[src/rtl/cdec_bus_ctrl_pkg.sv]
// Shared encodings for the CDEC bus-interface unit: core access codes and controller states.
package cdec_bus_ctrl_pkg;

    typedef enum logic [1:0] {
        MM_IDLE = 2'b00,
        MM_WR   = 2'b01,
        MM_RD   = 2'b10,
        MM_RSVD = 2'b11
    } mmrw_e;

    typedef enum logic [2:0] {
        ST_IDLE = 3'd0,
        ST_MEM  = 3'd1,
        ST_IO   = 3'd2,
        ST_DBG  = 3'd3,
        ST_DONE = 3'd4
    } state_e;

    // Only read and write start an access; the reserved code behaves as idle.
    function automatic logic is_req(input logic [1:0] mmrw);
        return (mmrw == MM_WR) || (mmrw == MM_RD);
    endfunction

endpackage

[src/rtl/cdec_bus_ctrl_tmo.sv]
// Bus wait-state counter: cleared outside a strobe, counts unanswered strobe cycles, flags the last one.
module cdec_bus_ctrl_tmo #(
    parameter int unsigned TMO = 15
) (
    input  logic clock_i,
    input  logic reset_i,
    input  logic clr_i,
    input  logic inc_i,
    output logic tc_c_o
);

    localparam int unsigned CW = $clog2(TMO + 1);

    logic [CW-1:0] cnt_q;
    logic [CW-1:0] cnt_d;

    // Saturates at TMO so a stuck strobe can never wrap the count.
    always_comb begin
        cnt_d = cnt_q;
        if (clr_i) begin
            cnt_d = '0;
        end else if (inc_i && (cnt_q != CW'(TMO))) begin
            cnt_d = cnt_q + CW'(1);
        end
    end

    always_ff @(posedge clock_i or posedge reset_i) begin
        if (reset_i) begin
            cnt_q <= '0;
        end else begin
            cnt_q <= cnt_d;
        end
    end

    // High in the TMO-th strobe cycle, so the strobe is held exactly TMO cycles.
    assign tc_c_o = (cnt_q == CW'(TMO - 1));

endmodule

[src/rtl/cdec_bus_ctrl.sv]
// CDEC bus-interface unit: handshaked memory access with wait states and timeout,
// a memory-mapped IO register and a post-halt debug readback port.
module cdec_bus_ctrl
    import cdec_bus_ctrl_pkg::*;
#(
    parameter int unsigned   DW      = 8,
    parameter int unsigned   AW      = 8,
    parameter logic [AW-1:0] IO_ADDR = AW'(8'hFF),
    parameter int unsigned   TMO     = 15
) (
    input  logic          clock_i,
    input  logic          reset_i,
    input  logic [1:0]    cpu_mmrw_i,
    input  logic [AW-1:0] cpu_adrs_i,
    input  logic [DW-1:0] cpu_wdata_i,
    output logic [DW-1:0] cpu_rdata_o,
    output logic          cpu_stall_c_o,
    output logic          cpu_done_o,
    output logic          bus_err_o,
    output logic [AW-1:0] mem_adrs_o,
    output logic [DW-1:0] mem_wdata_o,
    output logic          mem_wr_en_o,
    output logic          mem_rd_en_o,
    input  logic [DW-1:0] mem_rdata_i,
    input  logic          mem_ready_i,
    input  logic [DW-1:0] io_in_i,
    output logic [DW-1:0] io_out_o,
    input  logic          endseq_i,
    input  logic [AW-1:0] resad_i,
    output logic [DW-1:0] resdt_o
);

    state_e        state_q;
    logic          wr_q;
    logic [DW-1:0] cpu_rdata_q;
    logic          cpu_done_q;
    logic          bus_err_q;
    logic [AW-1:0] mem_adrs_q;
    logic [DW-1:0] mem_wdata_q;
    logic          mem_wr_en_q;
    logic          mem_rd_en_q;
    logic [DW-1:0] io_out_q;
    logic [DW-1:0] resdt_q;

    logic req_c;
    logic on_bus_c;
    logic tc_c;

    assign req_c    = is_req(cpu_mmrw_i);
    assign on_bus_c = (state_q == ST_MEM) || (state_q == ST_DBG);

    cdec_bus_ctrl_tmo #(
        .TMO (TMO)
    ) u_tmo (
        .clock_i (clock_i),
        .reset_i (reset_i),
        .clr_i   (!on_bus_c),
        .inc_i   (on_bus_c && !mem_ready_i),
        .tc_c_o  (tc_c)
    );

    always_ff @(posedge clock_i or posedge reset_i) begin
        if (reset_i) begin
            state_q     <= ST_IDLE;
            wr_q        <= 1'b0;
            cpu_rdata_q <= '0;
            cpu_done_q  <= 1'b0;
            bus_err_q   <= 1'b0;
            mem_adrs_q  <= '0;
            mem_wdata_q <= '0;
            mem_wr_en_q <= 1'b0;
            mem_rd_en_q <= 1'b0;
            io_out_q    <= '0;
            resdt_q     <= '0;
        end else begin
            cpu_done_q <= 1'b0;
            unique case (state_q)
                // Core requests win over debug readback.
                ST_IDLE: begin
                    if (req_c) begin
                        wr_q <= (cpu_mmrw_i == MM_WR);
                        if (cpu_adrs_i == IO_ADDR) begin
                            state_q <= ST_IO;
                        end else begin
                            state_q     <= ST_MEM;
                            mem_adrs_q  <= cpu_adrs_i;
                            mem_wdata_q <= cpu_wdata_i;
                            mem_wr_en_q <= (cpu_mmrw_i == MM_WR);
                            mem_rd_en_q <= (cpu_mmrw_i == MM_RD);
                        end
                    end else if (endseq_i) begin
                        state_q     <= ST_DBG;
                        mem_adrs_q  <= resad_i;
                        mem_rd_en_q <= 1'b1;
                    end
                end
                ST_MEM: begin
                    if (mem_ready_i) begin
                        mem_wr_en_q <= 1'b0;
                        mem_rd_en_q <= 1'b0;
                        if (!wr_q) begin
                            cpu_rdata_q <= mem_rdata_i;
                        end
                        cpu_done_q <= 1'b1;
                        state_q    <= ST_DONE;
                    end else if (tc_c) begin
                        mem_wr_en_q <= 1'b0;
                        mem_rd_en_q <= 1'b0;
                        bus_err_q   <= 1'b1;
                        cpu_rdata_q <= '1;
                        cpu_done_q  <= 1'b1;
                        state_q     <= ST_DONE;
                    end
                end
                // Core holds its operands while stalled, so they are used directly here.
                ST_IO: begin
                    if (wr_q) begin
                        io_out_q <= cpu_wdata_i;
                    end else begin
                        cpu_rdata_q <= io_in_i;
                    end
                    cpu_done_q <= 1'b1;
                    state_q    <= ST_DONE;
                end
                ST_DBG: begin
                    if (mem_ready_i) begin
                        mem_rd_en_q <= 1'b0;
                        resdt_q     <= mem_rdata_i;
                        state_q     <= ST_IDLE;
                    end else if (tc_c) begin
                        mem_rd_en_q <= 1'b0;
                        bus_err_q   <= 1'b1;
                        state_q     <= ST_IDLE;
                    end
                end
                ST_DONE: begin
                    state_q <= ST_IDLE;
                end
                default: begin
                    state_q <= ST_IDLE;
                end
            endcase
        end
    end

    // Stall must already be high in the cycle a request appears, and drop with reset.
    assign cpu_stall_c_o = !reset_i &&
                           (((state_q == ST_IDLE) && req_c) ||
                            (state_q == ST_MEM) || (state_q == ST_IO) || (state_q == ST_DBG));

    assign cpu_rdata_o = cpu_rdata_q;
    assign cpu_done_o  = cpu_done_q;
    assign bus_err_o   = bus_err_q;
    assign mem_adrs_o  = mem_adrs_q;
    assign mem_wdata_o = mem_wdata_q;
    assign mem_wr_en_o = mem_wr_en_q;
    assign mem_rd_en_o = mem_rd_en_q;
    assign io_out_o    = io_out_q;
    assign resdt_o     = resdt_q;

endmodule

[config.mk]
export PLATFORM = sky130hd
export DESIGN_NAME = cdec_bus_ctrl
export DESIGN_NICKNAME = d
export VERILOG_FILES = /design/src/rtl/cdec_bus_ctrl_pkg.sv /design/src/rtl/cdec_bus_ctrl_tmo.sv /design/src/rtl/cdec_bus_ctrl.sv
export SDC_FILE = /design/constraint.sdc
export NUM_CORES = 1
export LEC_CHECK = 0
export ABC_AREA = 1
export CORE_MARGIN = 2
export CORE_UTILIZATION = 46
export CTS_BUF_LIST = sky130_fd_sc_hd__clkbuf_8
export CTS_CLUSTER_SIZE = 12
export DETAILED_ROUTE_END_ITERATION = 10
export PLACE_DENSITY = 0.78
export SLEW_MARGIN = 20
export SYNTH_ARGS = -nofsm -noshare
export SYNTH_HDL_FRONTEND = slang
export SYNTH_SLANG_ARGS = --single-unit
[constraint.sdc]
create_clock -name clock_i -period 1.54 [get_ports clock_i]
set_input_delay 0.154 -clock clock_i [delete_from_list [all_inputs] [get_ports clock_i]]
set_output_delay 0.154 -clock clock_i [all_outputs]
set_load 0.1 [all_outputs]
==> flow_summary.toml, run 1 <==
[sta]
finalSetupViolations = 0
tns_ns = 0
hold_viol = 0
fin_crit_sh = 0.9699
finClkSkew_ns = 0.006627
max_freq_ghz = 0.6695
layout_min_cycle_time_ns = 1.494
rsz0062_at_grt = "true"
drv_slew = 0
worst_slew_margin_rel = 0.7471
tightestPinTransition_ns = 0.3788

[floorplanning]
initial_core_util = 0.4827
row_count = 26
die_y_um = 77.91
ios = 91
coreArea_mm2 = 0.005205
dieArea_mm2 = 0.006069
die_w_um = 77.91

[logic_synthesis]
ys_ff_latch = 52
synthesis.area_mm2 = 0.002512
netlist_instances = 285
synth-seq-area-share = 0.5179
yosysWarnings = 0
synth.distinct_cells = 26
syn_nets = 334
syn_avg_cell_area_um2 = 8.815

[cts]
clockBufferDepth = 2
clock_latency_ns = 0.30
cts_buffers = 5
clkSinkCount = 52
htreeDepth = 2
cts_tree = "done"
cts.clk_slew.worst_paths_ns = 0.09
root_buffer = "clkbuf_8"

[critical_path]
endpoint_kind = "output pin"
critPathLaunchType = "input port"
reg2reg_depth = 5
worstPathMaxFanout = 5
r2r_end = "io_out_o[2]$_DFFE_PP0P_"
reg2reg_setup_slack_ns = 0.13
critPathKind = "input port to output pin"
timing.rr.start = "state_q[2]$_DFFE_PP0P_"
crit_arrival_ns = 1.34
crit_required_ns = 1.39

[placed_design]
hpwl_um = 5076
gp_congestion = 0.8173
port_buffers = 90

[grt]
met1_usage = 0.2902
grt_first_pass_wirelength_um = 10890
first_global_vias = 2309
grt_use_met3 = 0.05349
grt_max_degree = 19
grt_overflow_total = 0
grt_usage = 0.2272
antenna_found_initial = 0
grt_util_met2 = 0.3845
top_usage_layer = "met2"

[route]
wirelength_um = 6551
viasPerCell = 5.114
postRouteAntennaNets = 0
vias = 2368
drt_iter0_drc = 94
firstDrtPassIters = 4
wl_per_cell_um = 14.15
drcViolationCount = 0

[hold_path]
hold_class = "input port to async pin"

[cells_and_area]
final_nets = 442
layout_common_cells = "nand2_1 (75), dfrtp_1 (51), buf_12 (48)"
final_common_cell = "nand2_1"
drive_gt1_frac = 0.2366
n_antenna_cell = 0
area_delta_synth_final_pct = 66.78
final_util = 0.8050

[status]
status = "completed"

[run]
maxCapViolCount = 0
==> metrics by stage <==
stage | hold WS, ns | instance area, um^2 | std cells | worst slack (ns)
after floorplan | 0.2865 | 2562 | 285 | -0.1251
after global placement | 0.5188 | 4048 | 451 | -0.2386
after detailed placement | 0.5239 | 4048 | 451 | -0.2973
after CTS | 0.2333 | 4131 | 459 | 0.04021
after global routing | 0.2639 | 4190 | 463 | -0.01755
final | 0.2300 | 4190 | 463 | 0.04632
==> layout make-up <==
| class | count | area [um^2] |
|---|---|---|
| sequential | 52 | 1303 |
| fill | 328 | 1015 |
| clock buffer | 5 | 68.82 |
| clock inverter | 2 | 8.758 |
| timing repair buffer | 107 | 1514 |
| multi-input combinational | 195 | 1076 |
| inverter | 32 | 132.6 |
| tap | 70 | 87.58 |
==> cells in the mapped netlist <==
| cell | number | area (um^2) |
|---|---|---|
| o21bai_1 | 1 | 7.510 |
| o21ai_1 | 20 | 100.1 |
| nor2_1 | 18 | 67.56 |
| buf_4 | 1 | 7.510 |
| nand3_4 | 1 | 17.52 |
| a311oi_1 | 1 | 8.760 |
| inv_2 | 3 | 11.26 |
| nand2_1 | 76 | 285.3 |
| buf_6 | 5 | 56.30 |
| dfrtp_1 | 52 | 1301 |
| nand2_2 | 4 | 25.02 |
| nor2_4 | 1 | 11.26 |
| nand4_1 | 3 | 18.77 |
| nand3_2 | 1 | 10.01 |
| nor2_8 | 1 | 20.02 |
| o21ai_4 | 2 | 32.53 |
| nand3_1 | 21 | 105.1 |
| nand2_4 | 3 | 33.78 |
| o21a_1 | 1 | 7.510 |
| inv_1 | 29 | 108.9 |
| nor2_2 | 1 | 6.260 |
| buf_2 | 1 | 5.000 |
| mux2i_1 | 8 | 80.08 |
| ha_1 | 3 | 37.54 |
| xnor2_1 | 2 | 17.52 |
| o21ai_0 | 26 | 130.1 |
==> worst max-delay path, cell delays in order <==
cell	delay [ns]
dlygate4sd2_1	0.35
inv_12	0.03
ha_4	0.25
a311oi_4	0.33
buf_12	0.21
==> timing repair <==
item | 4_1_cts | 5_1_grt
pin swaps | 2 | 1
resized for setup | 3 | 3
buffers inserted | 1 | 3
gates cloned | 0 | 1
endpoints found under the setup margin | 1 | 17
hold buffers | 0 | 0
==> cells by family (layout without fill, tap and decap cells) <==
kind of cell	Yosys count	count (layout)	share of synthesized area
AOI/OAI and AO/OA	51	52	0.1140
xor gates and xnor gates	2	2	0.006973
adders and majority gates	3	3	0.01494
buffers and inverters	39	146	0.07519
DFF	52	52	0.5179
muxes	8	8	0.03187
and+or+nand+nor	130	130	0.2390
==> state kept, by name (all words and copies together), names as in the netlist <==
| signal | cells |
|---|---|
| cpu_done_o | 1 |
| mem_rd_en_o | 1 |
| cpu_rdata_o | 8 |
| io_out_o | 8 |
| mem_adrs_o | 8 |
| mem_wr_en_o | 1 |
| state_q | 3 |
| wr_q | 1 |
| resdt_o | 8 |
| mem_wdata_o | 8 |
| u_tmo.cnt_q | 4 |
| bus_err_o | 1 |
==> worst max-delay path by stage <==
stage                                start                          to  slack [ns]  depth (start not counted)
global placement             cpu_mmrw_i[1]     mem_rd_en_o$_DFFE_PP0P_       -0.24                          8
global route        state_q[2]$_DFFE_PP0P_  cpu_rdata_o[3]$_DFFE_PP0P_       -0.02                          7
CTS                          cpu_mmrw_i[1]               cpu_stall_c_o        0.04                          5
detailed placement           cpu_mmrw_i[1]     mem_rd_en_o$_DFFE_PP0P_       -0.30                          8
floorplan                    cpu_mmrw_i[1]               cpu_stall_c_o       -0.13                          4
finish                       cpu_mmrw_i[1]               cpu_stall_c_o        0.05                          5
==> metal layers <==
layer  up-vias  part of all wire
li1       1138                 -
met1      1139              0.42
met2        83              0.51
met3         8             0.058
met4         0             0.014
met5         -                 0
Power of run 1 is left out: the tool's default activity adds up to more than one toggle a clock period on the data nets, which glitch-free logic cannot reach.
==> run 2: changes to the inputs <==
--- a/config.mk
+++ b/config.mk
@@ -11,7 +11,7 @@
 export CTS_BUF_LIST = sky130_fd_sc_hd__clkbuf_8
 export CTS_CLUSTER_SIZE = 12
 export DETAILED_ROUTE_END_ITERATION = 10
-export PLACE_DENSITY = 0.78
+export PLACE_DENSITY = 0.9
 export SLEW_MARGIN = 20
 export SYNTH_ARGS = -nofsm -noshare
 export SYNTH_HDL_FRONTEND = slang
==> flow_summary.toml, run 2 (synthesis gave the netlist of run 1 again) <==
[status]
status = "completed"

[sta]
tns_ns = 0
finClkSkew_ns = 0.004105
fin_hold_ws_ns = 0.3107
hold_viol = 0
finalSetupViolations = 0
tightestPinTransition_ns = 0.3729
setup_ws_ns = 0.05479
max_freq_ghz = 0.6733
worst_slew_margin_rel = 0.7488
layout_min_cycle_time_ns = 1.485
drv_slew = 0
fin_crit_sh = 0.9644

[route]
wirelength_um = 7117
postRouteAntennaNets = 0
drcViolationCount = 0
firstDrtPassIters = 4
vias = 2477
viasPerCell = 5.361
wl_per_cell_um = 15.40
drt_iter0_drc = 120

[cts]
cts.clk_slew.worst_paths_ns = 0.09
root_buffer = "clkbuf_8"
clkSinkCount = 52
clock_latency_ns = 0.29
htreeDepth = 2
cts_hold_buf = 0
cts_buffers = 5
cts_tree = "done"
clockBufferDepth = 2

[critical_path]
reg2reg_depth = 9
worstPathMaxFanout = 3
critPathKind = "flop to output pin"
critPathLaunchType = "flop"
r2r_end = "cpu_rdata_o[2]$_DFFE_PP0P_"
crit_arrival_ns = 1.33
crit_required_ns = 1.39
timing.rr.start = "u_tmo.cnt_q[0]$_DFFE_PP0P_"
endpoint_kind = "output pin"
reg2reg_setup_slack_ns = 0.08

[placed_design]
gp_congestion = 0.8449
port_buffers = 90
hpwl_um = 5297
post-place-ws_ns = -0.2688

[cells_and_area]
layout_common_cells = "nand2_1 (74), dfrtp_1 (51), buf_12 (46)"
area_delta_synth_final_pct = 66.78
final_util = 0.8050
final_nets = 441
drive_gt1_frac = 0.2449
final_common_cell = "nand2_1"
n_antenna_cell = 0

[floorplanning]
die_y_um = 77.91
die_w_um = 77.91
coreArea_mm2 = 0.005205
ios = 91
row_count = 26
initial_core_util = 0.4827
dieArea_mm2 = 0.006069

[grt]
grt_usage = 0.2394
grt_first_pass_wirelength_um = 11590
first_global_vias = 2493
grt_max_degree = 25
grt_overflow_total = 0
antenna_found_initial = 0

[run]
maxCapViolCount = 0

[hold_path]
hold_class = "input port to async pin"
==> run 2: cell count changes in the layout (fill, tap and decap cells not counted), sizes merged <==
cell,change
inv,-1
buf,-1
clkbuf,+2
clkinv,-1
==> run 2: area by class of cell <==
type / count / area, um^2
well taps: 70 / 87.58
repair buffers: 106 / 1485
multi-input cells: 195 / 1086
flip-flops and latches: 52 / 1303
inverters: 32 / 132.6
fillers: 293 / 1015
clock buffers: 7 / 96.34
==> run 2: stage by stage <==
stage / instances / area (um^2)
final: 462 / 4190
after global routing: 462 / 4190
after CTS: 459 / 4141
after detailed placement: 449 / 4008
after global placement: 449 / 4008
after floorplan: 285 / 2562
==> run 2: repair_timing <==
item                                    CTS  global route
gates resized for setup                   4             8
pin swaps                                 2             2
buffers inserted                          3             2
endpoints found under the setup margin    3            16
cloned                                    0             1
==> run 2: worst max path at each step <==
stage	end	from
2_1_floorplan	cpu_stall_c_o	cpu_mmrw_i[1]
3_3_place_gp	mem_rd_en_o$_DFFE_PP0P_	cpu_mmrw_i[1]
3_5_place_dp	mem_rd_en_o$_DFFE_PP0P_	cpu_mmrw_i[1]
4_1_cts	cpu_stall_c_o	state_q[1]$_DFFE_PP0P_
5_1_grt	cpu_rdata_o[1]$_DFFE_PP0P_	u_tmo.cnt_q[0]$_DFFE_PP0P_
6_report	cpu_stall_c_o	state_q[1]$_DFFE_PP0P_
==> run 2: worst max-delay path, cell delays in order, from the launching register on <==
cell and delay (ns):
dfrtp_1 0.43, inv_1 0.12, a311oi_4 0.27, buf_12 0.22
==> run 2: metal layers <==
layer | GRT usage | wire, um | part of all wire | vias up
li1 | - | - | - | 1138
met1 | 0.3011 | 2775 | 0.39 | 1204
met2 | 0.4164 | 3697 | 0.52 | 117
met3 | 0.04186 | 465 | 0.065 | 18
met4 | 0.08070 | 178 | 0.025 | 0
met5 | 0 | 0 | 0 | -
Power of run 2 is left out for the same reason.
==> run 3: changes to the inputs <==
--- a/config.mk
+++ b/config.mk
@@ -11,7 +11,7 @@
 export CTS_BUF_LIST = sky130_fd_sc_hd__clkbuf_8
 export CTS_CLUSTER_SIZE = 12
 export DETAILED_ROUTE_END_ITERATION = 10
-export PLACE_DENSITY = 0.9
+export PLACE_DENSITY_LB_ADDON = 0.05
 export SLEW_MARGIN = 20
 export SYNTH_ARGS = -nofsm -noshare
 export SYNTH_HDL_FRONTEND = slang
==> flow_summary.toml, run 3 (synthesis gave the netlist of run 1 again) <==
[status]
status = "completed"

[cts]
clockBufferDepth = 2
cts.clk_slew.worst_paths_ns = 0.10
cts_hold_buf = 0
cts_tree = "done"
cts_buffers = 5
root_buffer = "clkbuf_8"
clkSinkCount = 52
clock_latency_ns = 0.30
htreeDepth = 2

[sta]
finalSetupViolations = 0
max_freq_ghz = 0.6861
worst_slew_margin_rel = 0.7524
layout_min_cycle_time_ns = 1.458
drv_slew = 0
finClkSkew_ns = 0.007392
tns_ns = 0
hold_viol = 0
tightestPinTransition_ns = 0.3714
fin_crit_sh = 0.9465

[critical_path]
path_cells = "clkdlybuf4s15_1 > inv_12 > ha_4 > a311oi_4 > buf_12"
cp_num_buf_inv = 3
crit_arrival_ns = 1.30
crit_required_ns = 1.39
endpoint_kind = "output pin"
slowest_stage = "clkdlybuf4s15_1"
crit_family = "buffers and inverters"
critPathKind = "input port to output pin"
cpPeakStageDelay_ns = 0.33
reg2reg_depth = 9
critPathLaunchType = "input port"
worstPathMaxFanout = 2
cp_num_cells = 5

[cells_and_area]
layout_common_cells = "nand2_1 (75), dfrtp_1 (50), buf_12 (47)"
final_nets = 441
design_area_mm2 = 0.004254
seqCellArea_mm2 = 0.001304
drive_gt1_frac = 0.2443
area_delta_synth_final_pct = 69.32
multiInputGateArea_mm2 = 0.001076
final_util = 0.8173
n_antenna_cell = 0
num-fill-cells = 324
final_common_cell = "nand2_1"

[floorplanning]
die_y_um = 77.91
dieArea_mm2 = 0.006069
row_count = 26
ios = 91
die_w_um = 77.91
coreArea_mm2 = 0.005205
initial_core_util = 0.4827

[grt]
grt_max_degree = 30
grt_usage = 0.2183
grt_overflow_total = 0
first_global_vias = 2315
grt_first_pass_wirelength_um = 10680
antenna_found_initial = 0

[placed_design]
place_area_mm2 = 0.004048
gp_congestion = 0.8508
port_buffers = 90
hpwl_um = 4809

[run]
maxCapViolCount = 0

[route]
wirelength_um = 6298
drcViolationCount = 0
vias = 2317
wl_per_cell_um = 13.60
postRouteAntennaNets = 0
firstDrtPassIters = 4
drt_iter0_drc = 120
viasPerCell = 5.004

[hold_path]
hold_class = "input port to async pin"
-- run 3: cell count changes in the layout (fill, tap and decap cells not counted), sizes merged --
cell           previous run  this run
dlygate4sd2               2         1
clkbuf                    7         5
bufinv                    0         3
clkdlybuf4s15             0         1
-- run 3: area by class of cell --
| type | instances | share of cell area |
|---|---|---|
| multi-input cells | 195 | 0.2529 |
| flip-flops and latches | 52 | 0.3065 |
| clock inverters | 3 | 0.02118 |
| well taps | 70 | 0.02059 |
| inverters | 32 | 0.03118 |
| repair buffers | 106 | 0.3515 |
| clock buffers | 5 | 0.01618 |
-- run 3: worst paths after layout --
path | start | end | slack [ns]
setup / recovery | cpu_mmrw_i[1] | cpu_stall_c_o | 0.08
setup reg to reg | u_tmo.cnt_q[0]$_DFFE_PP0P_ | cpu_rdata_o[0]$_DFFE_PP0P_ | 0.11
hold reg to reg | cpu_rdata_o[1]$_DFFE_PP0P_ | cpu_rdata_o[1]$_DFFE_PP0P_ | 0.55
max in group asynchronous | reset_i | state_q[1]$_DFFE_PP0P_ | 0.91
hold / removal | reset_i | mem_rd_en_o$_DFFE_PP0P_ | 0.32
min in group clock_i | cpu_wdata_i[6] | mem_wdata_o[6]$_DFFE_PP0P_ | 0.40
-- run 3: metal layers --
layer | vias to the layer above | GRT usage | share of wire
li1 | 1139 | - | -
met1 | 1098 | 0.2764 | 0.41
met2 | 71 | 0.3802 | 0.51
met3 | 9 | 0.05930 | 0.069
met4 | 0 | 0.03684 | 0.0095
met5 | - | 0 | 0
-- run 3: worst min-delay path, delay by kind of cell --
family                 cells  cell delay (ns)
buffers and inverters      3             0.87
-- run 3: what timing repair did --
action                                  4_1_cts  5_1_grt
buffers inserted                              2        1
pin swaps                                     2        4
endpoints found under the setup margin        1        9
gates cloned                                  0        1
gates resized for setup                       3        6
-- run 3: through the flow --
stage / hold WS [ns] / worst slack (ns) / std cells
after floorplan: 0.2865 / -0.1251 / 285
after global placement: 0.5189 / -0.2317 / 451
after detailed placement: 0.5240 / -0.2847 / 451
after CTS: 0.3286 / 0.03353 / 461
after global routing: 0.3513 / -0.01167 / 463
final: 0.3189 / 0.08242 / 463
Power of run 3 is left out for the same reason.
